==> config.mk <==
export PLATFORM = sky130hd
export DESIGN_NAME = l2_req_arbiter
export DESIGN_NICKNAME = d
export VERILOG_FILES = /design/src/rtl/l2_req_arbiter.sv
export SDC_FILE = /design/constraint.sdc
export NUM_CORES = 1
export LEC_CHECK = 0
export CORE_ASPECT_RATIO = 1.25
export CORE_MARGIN = 10
export CORE_UTILIZATION = 36
export CTS_BUF_LIST = sky130_fd_sc_hd__clkbuf_4 sky130_fd_sc_hd__clkbuf_8
export DETAILED_ROUTE_END_ITERATION = 7
export PLACE_DENSITY = 0.8
export REMOVE_ABC_BUFFERS = 1
export SLEW_MARGIN = 20
export SYNTH_ARGS = -nofsm -noshare
export SYNTH_HDL_FRONTEND = slang
export SYNTH_SLANG_ARGS = --single-unit
==> constraint.sdc <==
create_clock -name clk -period 2.41 [get_ports clk]
set_input_delay 0.241 -clock clk [delete_from_list [all_inputs] [get_ports clk]]
set_output_delay 0.241 -clock clk [all_outputs]
set_load 0.05 [all_outputs]
==> src/rtl/l2_req_arbiter.sv <==
// Round-robin arbiter sharing one unified-L2 request port between the CPU L1 and the miniGPU L1.
// Define L2_ARB_PERF_CNT_EN to add grant/stall performance counters with a perf_clr port.
module l2_req_arbiter #(
    parameter int ADDR_WIDTH     = 32,
    parameter int DATA_WIDTH     = 32,
    parameter int TIMEOUT_CYCLES = 256
) (
    input  logic                  clk,
    input  logic                  rst,
    input  logic                  cpu_req_valid,
    output logic                  cpu_req_ready,
    input  logic [ADDR_WIDTH-1:0] cpu_req_addr,
    input  logic                  cpu_req_we,
    input  logic [DATA_WIDTH-1:0] cpu_req_wdata,
    output logic                  cpu_rsp_valid,
    output logic [DATA_WIDTH-1:0] cpu_rsp_rdata,
    output logic                  cpu_rsp_err,
    input  logic                  gpu_req_valid,
    output logic                  gpu_req_ready,
    input  logic [ADDR_WIDTH-1:0] gpu_req_addr,
    input  logic                  gpu_req_we,
    input  logic [DATA_WIDTH-1:0] gpu_req_wdata,
    output logic                  gpu_rsp_valid,
    output logic [DATA_WIDTH-1:0] gpu_rsp_rdata,
    output logic                  gpu_rsp_err,
    output logic                  l2_req_valid,
    output logic [ADDR_WIDTH-1:0] l2_req_addr,
    output logic                  l2_req_we,
    output logic [DATA_WIDTH-1:0] l2_req_wdata,
    input  logic                  l2_rsp_valid,
    input  logic [DATA_WIDTH-1:0] l2_rsp_rdata
`ifdef L2_ARB_PERF_CNT_EN
    ,
    input  logic                  perf_clr,
    output logic [31:0]           cpu_grant_cnt,
    output logic [31:0]           gpu_grant_cnt,
    output logic [31:0]           cpu_stall_cnt,
    output logic [31:0]           gpu_stall_cnt
`endif
);
    typedef enum logic [1:0] {IDLE, ISSUE, WAIT} state_t;

    typedef struct packed {
        logic [ADDR_WIDTH-1:0] addr;
        logic                  we;
        logic [DATA_WIDTH-1:0] wdata;
    } req_t;

    localparam int CW = (TIMEOUT_CYCLES > 0) ? $clog2(TIMEOUT_CYCLES + 1) : 1;

    state_t        state;
    req_t          req_q;
    logic          owner;       // 1 = GPU owns the in-flight transaction
    logic          last_grant;  // 1 = GPU was granted last
    logic          l2_vld_q;
    logic [CW-1:0] to_cnt;

    logic grant_cpu, grant_gpu, accept, rsp_hit, to_fire, rsp_fire;

    // On a tie the requester that did not win last time goes first.
    assign grant_cpu     = cpu_req_valid && (!gpu_req_valid || last_grant);
    assign grant_gpu     = gpu_req_valid && !grant_cpu;
    assign cpu_req_ready = (state == IDLE) && grant_cpu;
    assign gpu_req_ready = (state == IDLE) && grant_gpu;
    assign accept        = cpu_req_ready || gpu_req_ready;

    // Responses are only honoured in WAIT, so stale L2 strobes never leak out.
    assign rsp_hit = (state == WAIT) && l2_rsp_valid;

    generate
        if (TIMEOUT_CYCLES > 0) begin : g_wdog
            assign to_fire = (state == WAIT) && !l2_rsp_valid && (to_cnt == CW'(TIMEOUT_CYCLES - 1));
        end else begin : g_no_wdog
            assign to_fire = 1'b0;
        end
    endgenerate

    assign rsp_fire = rsp_hit || to_fire;

    assign cpu_rsp_valid = rsp_fire && !owner;
    assign gpu_rsp_valid = rsp_fire && owner;
    assign cpu_rsp_rdata = (rsp_hit && !owner) ? l2_rsp_rdata : '0;
    assign gpu_rsp_rdata = (rsp_hit && owner) ? l2_rsp_rdata : '0;
    assign cpu_rsp_err   = to_fire && !owner;
    assign gpu_rsp_err   = to_fire && owner;

    assign l2_req_valid = l2_vld_q;
    assign l2_req_addr  = req_q.addr;
    assign l2_req_we    = req_q.we;
    assign l2_req_wdata = req_q.wdata;

    always_ff @(posedge clk) begin
        if (rst) begin
            state      <= IDLE;
            req_q      <= '0;
            owner      <= 1'b0;
            last_grant <= 1'b1;
            l2_vld_q   <= 1'b0;
            to_cnt     <= '0;
        end else begin
            case (state)
                IDLE: begin
                    if (accept) begin
                        req_q      <= cpu_req_ready ? req_t'{cpu_req_addr, cpu_req_we, cpu_req_wdata}
                                                    : req_t'{gpu_req_addr, gpu_req_we, gpu_req_wdata};
                        owner      <= gpu_req_ready;
                        last_grant <= gpu_req_ready;
                        l2_vld_q   <= 1'b1;
                        state      <= ISSUE;
                    end
                end
                ISSUE: begin
                    l2_vld_q <= 1'b0;
                    to_cnt   <= '0;
                    state    <= WAIT;
                end
                WAIT: begin
                    if (rsp_fire) state <= IDLE;
                    else          to_cnt <= to_cnt + CW'(1);
                end
                default: state <= IDLE;
            endcase
        end
    end

`ifdef L2_ARB_PERF_CNT_EN
    function automatic logic [31:0] sat_inc(input logic [31:0] c, input logic en);
        return (en && (c != 32'hFFFF_FFFF)) ? c + 32'd1 : c;
    endfunction

    always_ff @(posedge clk) begin
        if (rst || perf_clr) begin
            cpu_grant_cnt <= '0;
            gpu_grant_cnt <= '0;
            cpu_stall_cnt <= '0;
            gpu_stall_cnt <= '0;
        end else begin
            cpu_grant_cnt <= sat_inc(cpu_grant_cnt, cpu_req_ready);
            gpu_grant_cnt <= sat_inc(gpu_grant_cnt, gpu_req_ready);
            cpu_stall_cnt <= sat_inc(cpu_stall_cnt, cpu_req_valid && !cpu_req_ready);
            gpu_stall_cnt <= sat_inc(gpu_stall_cnt, gpu_req_valid && !gpu_req_ready);
        end
    end
`endif

endmodule

## Yosys cells after proc, flatten, opt, wreduce, memory -nomap -nowiden

Cells that the tools add are included.

- Input port bits: 167
- Flip-flop bits (word level): 79
- Output and inout port bits: 136
- Word-level logic and storage cells: 52

- Muxes and demuxes: 10
- Reduce and logical (&&, ||, !) cells: 27
- $add $sub $neg: 1
- Eq/ne operators: 6

Operators by type and width:

| cell | count |
|---|---|
| $mux 65 | 1 |
| $mux 32 | 2 |
| $pmux 9 s2 | 1 |
| $logic_and 1x1->1 | 13 |
| $add 9x1->9 const B | 1 |
| $eq 9x8->1 const B | 1 |
| $mux 9 | 1 |
| $reduce_and 2->1 | 4 |
| $ne 2x2->1 const B | 3 |
| $pmux 2 s3 | 1 |
| $logic_not 1->1 | 4 |
| $mux 2 | 2 |
| $reduce_bool 2->1 | 2 |
| $logic_or 1x1->1 | 3 |
| $eq 2x1->1 const B | 1 |
| $eq 2x2->1 const B | 1 |
| $logic_not 2->1 | 1 |
| $pmux 1 s2 | 1 |
| $mux 1 | 1 |

## Longest topological paths before layout

Gate-level depths: netlist of the first run.

- Word-level depth: 9
- Mapped depth: 8

## Worst setup path before layout of the first run

No wires, ideal clock.

- Path kind: register -> output
- Start: reg to_cnt[0]
- End: out cpu_rsp_valid
- Path buffers: 0
- Cell stages (with the launch flop): 7
- Data arrival time: 3085 ps
- Required time: 2169 ps
- Setup slack: -916 ps
- Cell sequence: dfxtp_1 ha_1 nand2_1 nor3_1 ha_1 nor4bb_1 or2_2

- Cells in the longest elaborated chain, start to end: 4

Ends and longest elaborated chain:

| what | line | text |
|---|---|---|
| start: declaration | 56 | `logic [CW-1:0] to_cnt;` |
| start signal: assignment | 119 | `else to_cnt <= to_cnt + CW'(1);` |
| $eq 9x8->1 | 72 | `assign to_fire = (state == WAIT) && !l2_rsp_valid && (to_cnt == CW'(TIMEOUT_CYCLES - 1));` |
| $logic_and 1x1->1 | 72 |  |
| $logic_or 1x1->1 | 78 | `assign rsp_fire = rsp_hit \|\| to_fire;` |
| $logic_and 1x1->1 | 80 | `assign cpu_rsp_valid = rsp_fire && !owner;` |
| end: declaration | 15 | `output logic cpu_rsp_valid,` |

No other way between the ends.

## Worst setup path after layout of the first run

- Start: reg state[1]
- End: out gpu_rsp_rdata[20]

- Cells in the longest elaborated chain, start to end: 4

Ends and longest elaborated chain:

| what | line | text |
|---|---|---|
| start: declaration | 51 | `state_t state;` |
| start signal: assignment | 94 | `state <= IDLE;` |
| start signal: assignment | 109 | `state <= ISSUE;` |
| start signal: assignment | 115 | `state <= WAIT;` |
| $eq 2x2->1 | 68 | `assign rsp_hit = (state == WAIT) && l2_rsp_valid;` |
| $logic_and 1x1->1 | 68 |  |
| $logic_and 1x1->1 | 83 | `assign gpu_rsp_rdata = (rsp_hit && owner) ? l2_rsp_rdata : '0;` |
| $mux 32 | 83 |  |
| end: declaration | 24 | `output logic [DATA_WIDTH-1:0] gpu_rsp_rdata,` |

No other way between the ends.

==> results.json, run 1 <==
{
  "multi_input_area_um2": 2140,
  "yosys-top-cells-area": "dfxtp_1 (38%), a2111oi_0 (12%), and2_1 (9.7%), a21oi_1 (8.6%), nor3_1 (7.9%)",
  "yosysWarnings": 0,
  "ys_ff_latch": 79,
  "synthMuxAreaShare_pct": 1.22,
  "clockPowerShare_pct": 21.2,
  "ys.flop_type": "dfxtp_1",
  "peakVddDrop_uv": 385,
  "synth_seq_area_share_pct": 37.7,
  "drive_gt1_share_pct": 15.2,
  "ant_nets": 0,
  "placed_cells": 926,
  "switching_share_pct": 38.9,
  "max_freq_ghz": 0.452,
  "drc": 0,
  "yosys.area.top_type": "dfxtp_1",
  "synth_compound_area_share_pct": 23.7,
  "synth_simple_gate_area_share_pct": 24.5,
  "worstSetupPathType": "reg -> out",
  "hold_viol_final": 0,
  "ioPinCount": 303,
  "fin_util_pct": 70.9,
  "numCtsBuffers": 9,
  "initial_utilization_pct": 36.4,
  "grt_pass1_vias": 5353,
  "dieHeight_um": 141,
  "insertion_delay_ns": 0.35,
  "via_per_inst": 5.41,
  "core_um2": 11500,
  "ys_async_sr_fraction_pct": 0,
  "required_ns": 2.17,
  "internal_power_uw": 2540,
  "crit_buf_inv": 2,
  "setup_viol": 0,
  "slew_headroom_pct": 42.3,
  "path_cells": "nor2b_2, and3_1, buf_4, and2_1, buf_12",
  "die_area_um2": 16400,
  "slew_viol_final": 0,
  "fin_cells": 943,
  "place.gp.congestion": 0.867,
  "seqPwrFrac_pct": 37.0,
  "die_w_um": 116,
  "finClkSkew_ns": 0.0102,
  "slowest_stage": "dfxtp_1",
  "syn_avg_cell_area_um2": 7.91,
  "wl_per_cell_um": 20.0,
  "dp_hpwl_um": 14700,
  "netlist_instances": 530,
  "status": "finished clean",
  "dr.pass1.iters": 4,
  "total_power_uw": 4160,
  "fin_crit_sh_pct": 91.9,
  "vias": 5100,
  "synth_top_family_by_area": "simple AND/OR/NAND/NOR gates",
  "track_usage_pct": 22.1,
  "final_cell_area_um2": 8160,
  "row_count": 44,
  "synth_edf_count": 0,
  "grt-ovfl-total": 0,
  "cts_buffer_depth": 2,
  "finalCriticalPeriod_ns": 2.21,
  "htree_levels": 3,
  "fillCellCount": 868,
  "final-seq-area_um2": 1580,
  "cap_violations": 0,
  "fin_setup_tns_ns": 0,
  "power_frac_comb_pct": 41.8,
  "hp-class": "in -> reg",
  "p_leak_uw": 0.00317,
  "cts_sinks": 79,
  "power_density_nw_per_um2": 510,
  "finalNetCount": 968,
  "drtIter0Drc": 208,
  "slowest_delay_ns": 0.47,
  "yosys.area_share.adder_pct": 0.597,
  "crit_arrival_ns": 1.97,
  "cts_tree": "built",
  "syn2layout_area_growth_pct": 94.8,
  "clk_root_buffer_cell": "clkbuf_8",
  "power_switching_uw": 1620,
  "cts_setup_buffers": 0,
  "tightest_slew_ns": 0.865,
  "cp_top_family": "simple AND/OR/NAND/NOR gates",
  "syn-cell-area_um2": 4190,
  "dpl_cell_area_um2": 7950,
  "antenna_found_initial": 1,
  "critPathCaptureType": "output pin",
  "path_clk_slew_ns": 0.08,
  "cts_hold_buf": 0,
  "cp-start-kind": "flip-flop",
  "yosys-top-cells-count": "dfxtp_1 (79), a21oi_1 (72), inv_1 (68), nor3_1 (66), and2_1 (65)",
  "portBuffers": 302,
  "wl_um": 18900,
  "synth_xor_area_share_pct": 0,
  "grt_pass1_wl_um": 29000,
  "grt_max_degree": 69,
  "yosysTopAreaCellShare_pct": 37.7,
  "critPathMaxFanout": 33,
  "synth.distinct_cells": 35,
  "synth.most_common_cell": "dfxtp_1"
}
[path summary, 6_finish.rpt]
check | from | cells past startpoint | slack, ns | end
max | state[1]$_SDFFE_PP0P_ | 5 | 0.20 | gpu_rsp_rdata[20]
min | cpu_req_wdata[13] | 3 | 0.44 | l2_req_wdata[13]$_SDFFE_PP0P_
max reg2reg | to_cnt[0]$_SDFFE_PP0P_ | 7 | 0.27 | to_cnt[6]$_SDFFE_PP0P_
min reg2reg | to_cnt[0]$_SDFFE_PP0P_ | 2 | 0.49 | to_cnt[0]$_SDFFE_PP0P_
[worst reg2reg max path, delay by kind of cell (launching register included)]
| kind | cells | cell delay [ns] |
|---|---|---|
| adders and majority gates | 2 | 0.39 |
| AOI/OAI and AO/OA | 1 | 0.14 |
| DFF | 1 | 0.34 |
| and+or+nand+nor | 4 | 1.20 |
[state kept, by name, summed over array words and instances, names as in the netlist]
signal and cells:
l2_req_addr 32, l2_req_valid 1, l2_req_wdata 32, l2_req_we 1
last_grant 1, owner 1, state 2, to_cnt 9
[what timing repair did]
item | in CTS | in global routing
cloned | 0 | 0
resized for setup | 2 | 8
pin swaps | 0 | 1
endpoints found under the setup margin | 2 | 67
[layout make-up]
type / count / share of cell area, %
diodes: 1 / 0.0307
clock buffers: 10 / 1.61
clock inverters: 6 / 0.460
inverters: 68 / 3.13
multi-input cells: 328 / 26.2
flip-flops and latches: 79 / 19.4
well taps: 138 / 2.12
repair buffers: 313 / 47.0
[power groups by stage]
| stage | clock network [µW] | registers, µW | logic, µW |
|---|---|---|---|
| 2_1_floorplan | 0 | 2040 | 420 |
| 3_3_place_gp | 0 | 1550 | 1710 |
| 3_5_place_dp | 0 | 1570 | 1740 |
| 4_1_cts | 907 | 1540 | 1750 |
| 5_1_grt | 953 | 1560 | 1830 |
| 6_report | 882 | 1540 | 1740 |
[layer usage]
metal | GRT usage [%] | vias up | routed length, µm
met4 | 6.47 | 0 | 396
li1 | - | 2428 | -
met3 | 9.77 | 27 | 2220
met5 | 0 | - | 0
met2 | 38.9 | 269 | 9430
met1 | 22.9 | 2376 | 6840
[layout by cell type (no fill, tap or decap), drive strengths merged, types with 3 or more instances in the layout]
cell and instances:
nor3 66, nand3 7, dfxtp 79, a21oi 72, mux2i 4, or2 5, nand3b 5, clkdlybuf4s50 231
buf 82, clkinvlp 3, a2111oi 65, clkinv 3, nand2 5, or3b 6, and2 65, inv 68
nor2 5, clkbuf 10, and3 3
[stage by stage]
| step | hold slack [ns] | setup slack, ns |
|---|---|---|
| finish | 0.438 | 0.195 |
| global route | 0.427 | -0.000391 |
| CTS | 0.420 | 0.00286 |
| detailed placement | 0.484 | 0.189 |
| global placement | 0.459 | 0.200 |
| floorplan | 0.310 | -2.05 |
[cell families (layout without fill, tap and decap cells)]
family,after synthesis,count (layout)
muxes,5,5
DFF,79,79
AOI/OAI and AO/OA,145,145
and+or+nand+nor,176,176
other,0,1
buffers and inverters,123,397
adders and majority gates,2,2
Note: power is estimated with default switching activity, not from simulation.
==> inputs of run 2 (changes only) <==
--- a/config.mk
+++ b/config.mk
@@ -12,6 +12,7 @@
 export DETAILED_ROUTE_END_ITERATION = 7
 export PLACE_DENSITY = 0.8
 export REMOVE_ABC_BUFFERS = 1
+export SETUP_SLACK_MARGIN = 0.05
 export SLEW_MARGIN = 20
 export SYNTH_ARGS = -nofsm -noshare
 export SYNTH_HDL_FRONTEND = slang
==> run 2 against run 1 <==
  * Wire length is essentially flat
  * Register-to-register slack barely moved
  * Non-clock buffer count is the same
  * Worst setup slack better by 0.019 ns
  * Via count down 0.82%
  * Sequential power is essentially flat
  * Count of clock-buffer cells in the layout unchanged
  * Largest cell class unchanged
==> results.json, run 2 (same netlist as run 1, synthesis figures left out) <==
{
  "required_ns": 2.17,
  "cts_hold_buf": 0,
  "power_density_nw_per_um2": 510,
  "grt_max_degree": 69,
  "tightest_slew_ns": 0.865,
  "core_um2": 11500,
  "grt_pass1_wl_um": 29000,
  "cts_buffer_depth": 2,
  "critPathCaptureType": "output pin",
  "grt-ovfl-total": 0,
  "place.gp.congestion": 0.867,
  "ioPinCount": 303,
  "crit_arrival_ns": 1.95,
  "portBuffers": 302,
  "row_count": 44,
  "clk_root_buffer_cell": "clkbuf_8",
  "fin_setup_tns_ns": 0,
  "final_cell_mix": "clkdlybuf4s50_1 (231), dfxtp_1 (77), buf_12 (73)",
  "via_per_inst": 5.36,
  "numCtsBuffers": 9,
  "initial_utilization_pct": 36.4,
  "worstSetupPathType": "reg -> out",
  "syn2layout_area_growth_pct": 94.9,
  "hold_viol_final": 0,
  "dr.pass1.iters": 4,
  "dp_hpwl_um": 14700,
  "slew_viol_final": 0,
  "fin_crit_sh_pct": 91.1,
  "cts_tree": "built",
  "total_power_uw": 4160,
  "hp-class": "in -> reg",
  "die_area_um2": 16400,
  "status": "finished clean",
  "slew_headroom_pct": 42.4,
  "critPathMaxFanout": 5,
  "p_leak_uw": 0.00317,
  "hold_ws_ns": 0.436,
  "finClkSkew_ns": 0.0108,
  "cts_sinks": 79,
  "grt_pass1_vias": 5348,
  "pre_cts_slack_ns": 0.189,
  "wl_um": 18900,
  "cp-start-kind": "flip-flop",
  "path_clk_slew_ns": 0.08,
  "peakVddDrop_uv": 384,
  "antenna_found_initial": 1,
  "setup_viol": 0,
  "final_common_cell": "clkdlybuf4s50_1",
  "fin_util_pct": 71.0,
  "finalNetCount": 968,
  "insertion_delay_ns": 0.36,
  "worst_slack_ns": 0.215,
  "rsz0062_at_grt": "no",
  "drc": 0,
  "die_w_um": 116,
  "drtIter0Drc": 199,
  "drive_gt1_share_pct": 15.2,
  "ant_nets": 0,
  "cap_violations": 0,
  "max_freq_ghz": 0.455,
  "track_usage_pct": 22.1,
  "r2r_slack_ns": 0.26,
  "wl_per_cell_um": 20.0,
  "htree_levels": 3,
  "dieHeight_um": 141,
  "finalCriticalPeriod_ns": 2.20,
  "vias": 5058
}
==> run 2: cell count changes in the layout (fill, tap and decap cells not counted) <==
cell | before | now
nor2b_2 | 1 | 0
nor2b_4 | 0 | 1
==> run 2: area by class of cell <==
class | count | area (µm²)
timing repair buffer | 313 | 3840
fill | 865 | 3340
multi-input combinational | 328 | 2150
sequential | 79 | 1580
inverter | 68 | 255
tap | 138 | 173
clock buffer | 10 | 131
clock inverter | 6 | 37.5
antenna | 1 | 2.50
==> run 2: final timing paths <==
kind                     startpoint                            end  depth (start not counted)
max reg2reg  to_cnt[0]$_SDFFE_PP0P_         to_cnt[7]$_SDFFE_PP0P_                          7
max          to_cnt[0]$_SDFFE_PP0P_                  cpu_rsp_valid                          7
min               cpu_req_wdata[13]  l2_req_wdata[13]$_SDFFE_PP0P_                          3
min reg2reg  to_cnt[0]$_SDFFE_PP0P_         to_cnt[0]$_SDFFE_PP0P_                          2
==> run 2: critical path, stage by stage, from the launching register on <==
cell	delay, ns
dfxtp_2	0.36
ha_2	0.20
nand2_1	0.10
nor3_2	0.18
ha_2	0.23
nor4bb_4	0.23
or2_4	0.18
buf_12	0.13
==> run 2: repair_timing <==
item,4_1_cts,5_1_grt
buffers inserted,0,0
pin swaps,1,1
resized for setup,5,6
setup endpoints to repair,2,67
endpoints found under the hold margin,0,0
==> run 2: metal layers <==
metal	track usage, %	up-vias	share of wire, %
met5	0	-	0
met2	39.0	263	50
met4	6.47	0	2.1
li1	-	2424	-
met3	9.77	27	12
met1	22.7	2344	36
==> run 2: stage by stage <==
step           instances  instance area, µm²
2_1_floorplan        475                3930
3_3_place_gp         926                7950
3_5_place_dp         926                7950
4_1_cts              942                8150
5_1_grt              942                8170
6_report             943                8170
==> run 2: power breakdown <==
| part | internal (µW) | switching, µW |
|---|---|---|
| sequential | 1450 | 87.0 |
| combinational | 709 | 1030 |
| clock | 380 | 502 |
| total | 2540 | 1620 |
